--- src/rtl/lane_merger_pkg.sv ---
// Shared types and helpers for the lane merger and its lane picker.
package lane_merger_pkg;

  // IDLE: no beat held. SEND: a captured beat is being replayed slot by slot.
  typedef enum logic {
    IDLE = 1'b0,
    SEND = 1'b1
  } merger_state_t;

  // Index width for an n-entry lane set; never narrower than one bit.
  function automatic int lane_bits(input int n);
    return (n <= 2) ? 1 : $clog2(n);
  endfunction

endpackage

--- src/rtl/lane_merger_pick.sv ---
// Lowest-set-bit priority encoder used to choose the next pending lane.
module lane_pick
  import lane_merger_pkg::*;
#(
  parameter int N  = 4,
  parameter int IW = lane_bits(N)
) (
  input  logic [N-1:0]  mask,
  output logic [IW-1:0] idx,
  output logic          any
);

  // Scan from the top down so the lowest set bit wins.
  always_comb begin
    idx = '0;
    any = |mask;
    for (int i = N - 1; i >= 0; i--) begin
      if (mask[i]) idx = IW'(i);
    end
  end

endmodule

--- src/rtl/lane_merger.sv ---
// Merges one beat of LANES parallel lanes onto a single output stream,
// one lane per slot, tagged with its source lane index.
//
// Handshake: a beat is taken on a rising edge where in_ready && |in_valid;
// a slot is taken where out_valid && out_ready. While out_valid is high and
// out_ready low, every out_* signal holds. in_ready depends only on state
// and out_ready, never on in_valid. In fixed-cadence mode an empty lane
// still occupies a one-cycle slot (out_valid low) that needs no out_ready.
module lane_merger
  import lane_merger_pkg::*;
#(
  parameter int LANES   = 4,
  parameter int WIDTH   = 8,
  parameter int COMPACT = 0,
  parameter int LW      = lane_bits(LANES)
) (
  input  logic                   clk,
  input  logic                   reset,
  input  logic [LANES*WIDTH-1:0] in_data,
  input  logic [LANES-1:0]       in_valid,
  output logic                   in_ready,
  output logic [WIDTH-1:0]       out_data,
  output logic                   out_valid,
  output logic [LW-1:0]          out_lane,
  output logic                   out_last,
  input  logic                   out_ready,
  output logic [15:0]            beat_count,
  output logic                   stateDbg
);

  merger_state_t          state;
  logic [LANES*WIDTH-1:0] bufData;
  logic [LANES-1:0]       pend;
  logic [LW-1:0]          ptr;
  logic [15:0]            beatCount;

  logic [LW-1:0]          pickIdx;
  logic                   pickAny;
  logic [LW-1:0]          selLane;
  logic                   slotValid;
  logic                   slotLast;
  logic                   slotDone;
  logic                   accept;
  logic [LANES-1:0]       clearMask;
  logic [WIDTH-1:0]       laneData;

  lane_pick #(
    .N  (LANES),
    .IW (LW)
  ) uPick (
    .mask (pend),
    .idx  (pickIdx),
    .any  (pickAny)
  );

  // Decode the current slot from held state: which lane, whether it carries data, whether it ends the beat.
  always_comb begin
    selLane   = '0;
    slotValid = 1'b0;
    slotLast  = 1'b0;
    if (state == SEND) begin
      if (COMPACT != 0) begin
        selLane   = pickIdx;
        slotValid = pickAny;
        slotLast  = ($countones(pend) == 1);
      end else begin
        selLane   = ptr;
        slotValid = pend[ptr];
        slotLast  = (ptr == LW'(LANES - 1));
      end
    end
  end

  // One-hot of the lane being presented, used to retire it from the pending mask.
  always_comb begin
    clearMask          = '0;
    clearMask[selLane] = 1'b1;
  end

  assign laneData = bufData[int'(selLane)*WIDTH +: WIDTH];

  // Empty fixed-cadence slots complete on their own; data slots need the downstream handshake.
  assign slotDone = (state == SEND) &&
                    ((slotValid && out_ready) || ((COMPACT == 0) && !slotValid));
  assign in_ready = (state == IDLE) || (slotLast && slotDone);
  assign accept   = in_ready && (|in_valid);

  assign out_valid  = slotValid;
  assign out_data   = slotValid ? laneData : '0;
  assign out_lane   = selLane;
  assign out_last   = slotLast;
  assign beat_count = beatCount;
  assign stateDbg   = (state == SEND);

  // Beat capture, slot advance and return to IDLE; a new beat on the last slot reloads without a bubble.
  always_ff @(posedge clk or posedge reset) begin
    if (reset) begin
      state     <= IDLE;
      bufData   <= '0;
      pend      <= '0;
      ptr       <= '0;
      beatCount <= '0;
    end else if (accept) begin
      state     <= SEND;
      bufData   <= in_data;
      pend      <= in_valid;
      ptr       <= '0;
      beatCount <= beatCount + 16'd1;
    end else if (slotDone) begin
      if (slotLast) begin
        state <= IDLE;
        pend  <= '0;
        ptr   <= '0;
      end else begin
        pend <= pend & ~clearMask;
        ptr  <= ptr + LW'(1);
      end
    end
  end

endmodule
--- config.mk ---
export PLATFORM = sky130hd
export DESIGN_NAME = lane_merger
export DESIGN_NICKNAME = d
export VERILOG_FILES = /design/src/rtl/lane_merger_pkg.sv /design/src/rtl/lane_merger_pick.sv /design/src/rtl/lane_merger.sv
export SDC_FILE = /design/constraint.sdc
export NUM_CORES = 1
export LEC_CHECK = 0
export BUFFER_PORTS_ARGS = -buffer_cell sky130_fd_sc_hd__buf_2
export CORE_AREA = 5 5 78 80
export CTS_CLUSTER_DIAMETER = 30
export DETAILED_ROUTE_END_ITERATION = 16
export DIE_AREA = 0 0 83 85
export PLACE_DENSITY = 0.77
export SLEW_MARGIN = 20
export SYNTH_ARGS = -nofsm -noshare
export SYNTH_HDL_FRONTEND = slang
export SYNTH_SLANG_ARGS = --single-unit
--- constraint.sdc ---
create_clock -name clk -period 2.3 [get_ports clk]
set_input_delay 0.115 -clock clk [delete_from_list [all_inputs] [get_ports clk]]
set_output_delay 0.115 -clock clk [all_outputs]
set_load 0.01 [all_outputs]
### After elaboration in Yosys (flattened, before gate mapping)

Index checks and enable logic that the tools add are counted.

| storage, ports and cells | value |
|---|---|
| register bits after elaboration | 55 |
| bits in latches | 0 |
| RAM bits | 0 |
| bits in read-only memories | 0 |
| input port bits | 39 |
| output and inout bits | 30 |
| word-level logic and storage cells | 44 |
| memories kept | 0 |

| operators by class | value |
|---|---|
| add/sub/neg operators | 2 |
| $mul | 0 |
| div/mod/pow operators | 0 |
| order comparisons | 3 |
| eq/ne operators | 1 |
| shift operators | 1 |
| muxes and demuxes | 17 |
| bitwise gates (word level) | 3 |
| reduce and logical (&&, ||, !) cells | 12 |

Operators with widths:

| cell | number |
|---|---|
| variable part select 32 x 6 -> 8 bit | 1 |
| adder 16 x 1 -> 16 bit (second input constant) | 1 |
| 2-to-1 mux 4 bit | 3 |
| 2-to-1 mux 2 bit | 4 |
| 2-to-1 mux 8 bit | 1 |
| 2-to-1 mux 1 bit | 7 |
| < comparator 2 x 3 -> 1 bit (second input constant) | 2 |
| logical AND 1 bit | 5 |
| bitwise AND 4 bit | 1 |
| NOT 4 bit | 1 |
| nonzero test 2 bit | 2 |
| OR reduction 4 bit | 1 |
| adder 2 x 1 -> 2 bit (second input constant) | 1 |
| binary-select mux 1 bit (select 2 bit) | 1 |
| demux 1 bit (select 2 bit) | 1 |
| == test 2 bit (second input constant) | 1 |
| greater-or-equal comparator 2 x 1 -> 1 bit (second input constant) | 1 |
| logical OR 1 bit | 2 |
| AND reduction 2 bit | 1 |
| logical NOT 1 bit | 1 |
| NOT 1 bit | 1 |

### Logic depth before layout (Yosys ltp)

Gate-level depths: netlist of run 1.

| depth | value |
|---|---|
| depth after elaboration | 11 |
| mapped depth | 8 |
| mapped depth without buffers | 5 |

### Worst setup path before layout of run 1

OpenSTA, ideal clock, no wires.

| path | value |
|---|---|
| path kind | register to register |
| start point | register ptr[0] |
| end point | register beatCount[12], in the netlist beat_count[12] |
| library setup time | 126 ps |
| data arrival time | 1832 ps |
| data required time | 2174 ps |
| path slack | 342 ps |
| cell stages (with the launch flop) | 7 |
| path buffers | 2 |
| clock period less this slack | 1958 ps |
| path through | dfrtp_1 -> mux4_2 -> buf_6 -> a311oi_4 -> buf_4 -> nand4_1 -> xnor2_1 |

| between the ends | value |
|---|---|
| word-level cells in the longest chain between the ends | 9 |
| elaborated cells between the ends (all ways) | 12 |
| classes of those cells | eq/ne: 1; mux: 4; reduce/logical: 7 |

RTL lines:

| what | RTL line | RTL |
|---|---|---|
| from (decl) | lane_merger.sv:34 | `logic [LW-1:0] ptr;` |
| from (signal assigned) | lane_merger.sv:116 | `ptr <= ptr + LW'(1);` |
| binary-select mux 1 bit (select 2 bit) | lane_merger.sv:68 | `slotValid = pend[ptr];` |
| 2-to-1 mux 1 bit (implied by the code) | lane_merger.sv:68 |  |
| 2-to-1 mux 1 bit | lane_merger.sv:61 | `if (state == SEND) begin` |
| logical AND 1 bit or logical NOT 1 bit (tied branches) | lane_merger.sv:84 | `((slotValid && out_ready) \|\| ((COMPACT == 0) && !slotValid));` |
| logical OR 1 bit | lane_merger.sv:84 |  |
| logical AND 1 bit | lane_merger.sv:83 | `assign slotDone = (state == SEND) &&` |
| logical AND 1 bit * | lane_merger.sv:85 | `assign in_ready = (state == IDLE) \|\| (slotLast && slotDone);` |
| logical OR 1 bit * | lane_merger.sv:85 |  |
| logical AND 1 bit * | lane_merger.sv:86 | `assign accept = in_ready && (\|in_valid);` |
| to (signal assigned) | lane_merger.sv:108 | `beatCount <= beatCount + 16'd1;` |
| to (decl) | lane_merger.sv:35 | `logic [15:0] beatCount;` |

Every way passes the cells marked *; elsewhere a longest branch is shown, timed or not. The select of a mux whose other input is x is not followed.
A chain may end at the register's enable or synchronous reset.

### Worst setup path after layout of run 1

| path | value |
|---|---|
| start point | register ptr[0] |
| end point | register beatCount[11], in the netlist beat_count[11] |

Same word-level chain as after synthesis.

==> results of run 1 <==
[cell usage after synthesis (all sizes together)]
master	n
mux4	5
nor2	5
and4	3
ha	2
nand2	105
and3	8
nand4	6
buf	10
a311oi	1
nor3	3
a32oi	1
mux2i	5
nor4	2
xnor2	12
nand3	12
dfrtp	55
inv	8
a311o	1
nor2b	1
a22o	4
nand2b	1
clkbuf	6
a31oi	2
and2	2
a21oi	5
o22a	4
xor2	3
o21ai	5
[cell type report]
| type | count | area [sq um] | share of cell area, % |
|---|---|---|---|
| clock inverter | 1 | 30.0 | 0.890 |
| inverter | 8 | 30.0 | 0.890 |
| sequential | 55 | 1380 | 40.8 |
| timing repair buffer | 97 | 618 | 18.3 |
| clock buffer | 6 | 72.6 | 2.15 |
| tap | 72 | 90.1 | 2.67 |
| multi-input combinational | 198 | 1160 | 34.3 |
[metal layers]
metal	GRT usage [%]	wire length, um	vias to the layer above
met5	0	0	-
li1	-	-	1097
met3	4.66	294	9
met1	22.4	2610	1066
met2	32.9	3330	59
met4	7.13	102	0
[final timing paths]
check | endpoint | slack, ns | depth (start not counted)
max | beat_count[11] | 0.11 | 4
min | bufData[30] | 0.005 | 3
max reg2reg | beat_count[11] | 0.11 | 4
min reg2reg | beat_count[15] | 0.47 | 1
max in group asynchronous | bufData[21] | 1.38 | 4
min in group asynchronous | bufData[4] | 0.29 | 3
[logic make-up after synthesis]
kind of cell	Yosys count
compound gates	23
xor+xnor	15
fa+ha+maj	2
buf+inv	24
flops	55
mux	10
simple gates	148
[placed cells by master (no fill, tap or decap), drive strengths merged, types with 3 or more instances in the layout]
cell         count
inv              8
a22o             4
clkbuf           6
mux4             5
nand3           12
dlygate4sd3     19
nor3             3
xor2             3
and4             3
o21ai            5
nand2          105
nand4            6
buf             78
a21oi            5
and3             8
dfrtp           55
o22a             4
mux2i            5
xnor2           12
nor2             5
[sequential cells by signal (all words and copies together), names as in the netlist]
name	cells
stateDbg	1
pend	4
ptr	2
beat_count	16
bufData	32
[worst min-delay path, delay by kind of cell]
kind                   cells  cell delay (ns)
buffers and inverters      1             0.07
and+or+nand+nor            2             0.09
[where the power goes]
part	switching (mW)	internal (mW)	total (mW)
combinational	1.03	0.838	1.87
sequential	0.250	1.34	1.59
clock	0.293	0.319	0.612
[through the flow]
stage                     util, %  power, mW
after floorplan                 -       2.92
after global placement       57.7       3.38
after detailed placement     57.7       3.46
after CTS                    63.2       4.10
after global routing         63.2       4.38
final                        63.2       4.07
[repair_timing]
| action | CTS | global route |
|---|---|---|
| hold endpoints to repair | 29 | 0 |
| hold buffers | 19 | 0 |
| endpoints found under the setup margin | 0 | 0 |
==> out/results.ini, run 1 <==
[sta]
setup_viol=0
maxSlewViolCount=0
fin_worst_skew_ns=0.00588
layout_setup_ws_ns=0.114
post-route-min-period_ns=2.19
max_freq_mhz=458
relSlewSlack_pct=68.7
finalCritPeriodShare_pct=95.0
fin_tns_setup_ns=0
worstMarginPinSlew_ns=0.467
finalHoldViolCount=0
rsz0062_at_grt=no
holdWs_ns=0.00531

[global_route]
grt_pass1_vias=2316
grt-ovfl-total=0
grt_max_degree=45
grt_use_total_pct=18.8
grt_pass1_wl_um=10800
antenna_found_initial=0

[synthesis]
synth-seq-cells=55
synth_cells=277
synthAdderAreaFrac_pct=0.944
synth_cell_types=32
synth_top_family_by_area=simple AND/OR/NAND/NOR gates
synth_top_area_share_pct=51.9
synthMuxAreaShare_pct=6.14
synth-xor-area-share_pct=4.96
synth_simple_gate_area_share_pct=24.9
avgSynthCellArea_sq_um=9.57
synth_seq_area_share_pct=51.9
syn-cell-area_sq_um=2650
netlist_top_cells_area=dfrtp_1 (52%), nand2_1 (15%), mux4_2 (4.2%)
yosys_warnings=0
synth.net_count=318
synth_area_leader_cell=dfrtp_1
synth-compound-area-share_pct=6.70

[place]
place_congestion=0.883
dp_cells=411
dp_slack_ns=0.176
post_dp_cell_area_sq_um=3080
portBuffers=68
dp_hpwl_um=4520

[final_layout]
drive_gt1_share_pct=26.0
final_cells=437
fillers=471
diodes=0
syn_to_final_growth_pct=27.3
fin_nets=406
post-route-cell-area_sq_um=3370

[clock_tree]
clock_latency_ns=0.31
post-cts-setup-buffers=0
cts_inserted_buffers=5
ctsResizeCount=0
cts-root-buf=clkbuf_8
cts.sinks=55
h-tree-depth=2
cts_tree=built
cts_max_path_buffers=2
clk_pin_slew_ns=0.09

[worst_setup_path]
cp_num_buf_inv=0
start_kind=flop
critPathArrivalTime_ns=2.42
worst_path_dominant_cell_family=multiplexers
endpoint_kind=flop
crit_type=reg -> reg
slowest_delay_ns=0.63
cp_max_fo=7
path_cells=mux4_2 -> a311o_1 -> nor4_2 -> xor2_1
critPathRequiredTime_ns=2.53
startpoint=ptr[0]
timing.rr.start=ptr[0]
critical-path-slowest-cell=mux4_2

[floorplan]
rows=27
die_y_um=85
dieWidth_um=83
pin_count=69
start_util_pct=49.6
core_sq_um=5340
dieArea_sq_um=7060

[routing]
drc_errors=0
drtIter0Drc=75
dr_total_vias=2231
wl_per_cell_um=14.5
ant_nets=0
first_pass_iters=4
vias_per_cell=5.11
wl_um=6340

[run]
cap_violations=0

[min_path]
hold_start=in_data[30]
min_path_type=in -> reg

[power]
power_leakage_nw=1.73
peakVddDrop_mv=0.674
powerDensity_nw_per_um2=1210

[outcome]
status=finished clean

No activity file was read; power rests on OpenSTA's default activity.
==> run 2, diff against run 1 <==
--- a/config.mk
+++ b/config.mk
@@ -11,6 +11,7 @@
 export DETAILED_ROUTE_END_ITERATION = 16
 export DIE_AREA = 0 0 83 85
 export PLACE_DENSITY = 0.77
+export REMOVE_ABC_BUFFERS = 1
 export SLEW_MARGIN = 20
 export SYNTH_ARGS = -nofsm -noshare
 export SYNTH_HDL_FRONTEND = slang
==> constraint.sdc (replaced) <==
create_clock -name clk -period 2.3 [get_ports clk]
set_input_delay 0.115 -clock clk [delete_from_list [all_inputs] [get_ports clk]]
set_output_delay 0.115 -clock clk [all_outputs]
set_load 0.1 [all_outputs]
==> run 2 against run 1 <==
  * Cell count up 1.6%
  * Critical path type is now reg -> out
  * Non-clock buffer count up 6
  * Core utilization up 1.6 points
  * Critical path depth unchanged
  * Largest cell class unchanged
  * Via count up 3.5%
  * Fmax up 1.8%
  * Count of clock-buffer cells in the layout unchanged
  * Register-to-register slack better by 0.096 ns
  * Worst hold slack worse by 0.0020 ns
==> out/results.ini, run 2 (synthesis results as in run 1) <==
[final_layout]
layout_commonest_cell=nand2_1
final_cells=444  ; +1.6%
top_register=bufData
largest_reg_flops=32  ; unchanged
syn_to_final_growth_pct=30.6
diodes=0  ; unchanged
fin_nets=412  ; +1.5%
final_cell_mix=nand2_1 (105), buf_2 (64), dfrtp_1 (55)
drive_gt1_share_pct=26.9  ; +0.85 points

[power]
power_leakage_nw=1.76  ; +1.6%
powerDensity_nw_per_um2=1500  ; +24%
power.total_mw=5.18  ; +27%
peakVddDrop_mv=1.09  ; +61%

[floorplan]
pin_count=69  ; unchanged
dieArea_sq_um=7060  ; unchanged
rows=27  ; unchanged
core_sq_um=5340  ; unchanged
dieWidth_um=83  ; unchanged
die_y_um=85  ; unchanged
start_util_pct=49.6  ; unchanged

[sta]
finalCritPeriodShare_pct=93.3  ; -1.7 points
fin_tns_setup_ns=0  ; unchanged
maxSlewViolCount=0  ; unchanged
finalHoldViolCount=0  ; unchanged
fin_worst_skew_ns=0.00802  ; +0.00214 ns
worstMarginPinSlew_ns=0.533  ; +0.0655 ns
post-route-min-period_ns=2.15  ; -0.0390 ns
max_freq_mhz=466  ; +1.8%
rsz0062_at_grt=no
setup_viol=0  ; unchanged
relSlewSlack_pct=64.4  ; -4.3 points
layout_setup_ws_ns=0.153  ; +0.0390 ns

[clock_tree]
clk_pin_slew_ns=0.09  ; about the same
h-tree-depth=2  ; unchanged
cts_max_path_buffers=2  ; unchanged
cts_tree=built
cts.sinks=55  ; unchanged
clock_latency_ns=0.31  ; about the same
cts_inserted_buffers=5  ; unchanged
cts-root-buf=clkbuf_8
post-cts-setup-buffers=0  ; unchanged

[routing]
dr_total_vias=2310  ; +3.5%
met1Wirelength_um=2810  ; +7.3%
drtIter0Drc=136  ; +81%
vias_per_cell=5.20  ; +1.9%
ant_nets=0  ; unchanged
wl_per_cell_um=14.4  ; -0.49%
first_pass_iters=5  ; +1
dr_wl_met2_um=3060  ; -8.1%
drc_errors=0  ; unchanged
routed.top_layer=met4
wl_um=6410  ; +1.1%
wl_met3_um=400  ; +36%

[worst_setup_path]
crit_end=out_data[7]
start_kind=flop
critPathRequiredTime_ns=2.18  ; -0.35 ns
startpoint=ptr[0]
timing.rr.start=ptr[0]
slowest_delay_ns=0.55  ; -0.08 ns
reg2regPathDepth=4  ; unchanged
critPathArrivalTime_ns=2.03  ; -0.39 ns
path_cells=buf_4 -> mux4_2 -> and3_1 -> buf_2
r2r_end=beat_count[11]
endpoint_kind=output port
critical-path-slowest-cell=mux4_2
cp_max_fo=20  ; +13
crit_type=reg -> out
regToRegSetupSlack_ns=0.21  ; +0.10 ns

[place]
dp_slack_ns=0.208  ; +0.0322 ns
place_congestion=0.850  ; -3.7%
dp_cells=414  ; +0.73%
dp_hpwl_um=4530  ; +0.18%
portBuffers=68  ; unchanged

[global_route]
grt_use_total_pct=19.2  ; +0.42 points
grt_max_degree=33  ; -27%
antenna_found_initial=0  ; unchanged
grt-ovfl-total=0  ; unchanged
grt_pass1_vias=2343  ; +1.2%
grt_pass1_wl_um=11100  ; +2.4%

[run]
cap_violations=0  ; unchanged

[outcome]
status=finished clean

[min_path]
min_path_type=in -> reg

[run 2: changes by cell type in the layout (fill, tap and decap cells not counted)]
| cell | previous run | this run |
|---|---|---|
| a311o_2 | 0 | 1 |
| dlygate4sd3_1 | 19 | 22 |
| a311o_1 | 1 | 0 |
| buf_4 | 9 | 13 |
| buf_2 | 68 | 64 |
| buf_12 | 1 | 4 |
| clkinvlp_4 | 0 | 1 |
| inv_6 | 0 | 1 |
| bufinv_16 | 1 | 0 |
[run 2: layout make-up]
class	instances	area, sq um
fill	468	1880
sequential	55	1380
multi-input combinational	198	1160
timing repair buffer	103	718
tap	72	90.1
clock buffer	6	72.6
inverter	8	30.0
clock inverter	2	16.3
[run 2: what timing repair did]
| action | CTS | global route |
|---|---|---|
| hold buffers | 22 | 0 |
| endpoints found under the hold margin | 45 | 0 |
| gates resized for setup | 0 | 0 |
[run 2: stage by stage]
step / area (sq um) / hold WS [ns] / utilization, %
4_1_cts: 3460 / 0.00148 / 64.9
6_report: 3460 / 0.00328 / 64.9
3_5_place_dp: 3150 / 0.188 / 59.1
3_3_place_gp: 3150 / 0.183 / 59.1
2_1_floorplan: 2560 / 0.220 / -
5_1_grt: 3460 / 0.00382 / 64.9
[run 2: worst min path at each step]
stage / startpoint / to / slack [ns] / depth (start not counted)
3_5_place_dp: reset / bufData[13] / 0.19 / 2
3_3_place_gp: reset / bufData[13] / 0.18 / 2
5_1_grt: in_data[8] / bufData[8] / 0.004 / 3
2_1_floorplan: in_data[0] / bufData[0] / 0.22 / 2
6_report: in_data[25] / bufData[25] / 0.003 / 3
4_1_cts: in_data[25] / bufData[25] / 0.001 / 3
[run 2: routing by layer]
layer	vias up	global-route usage, %
met4	0	7.43
met5	-	0
li1	1108	-
met2	85	30.3
met1	1102	25.7
met3	15	4.66
[run 2: worst max-delay path, delay by kind of cell (launching register included)]
kind	cells	cell delay (ns)
flops	1	0.39
buf+inv	2	0.58
mux	1	0.55
simple gates	1	0.21
[run 2: report_power, final]
group / switching (mW) / internal, mW
clock: 0.312 / 0.219
sequential: 0.240 / 1.34
combinational: 2.12 / 0.952
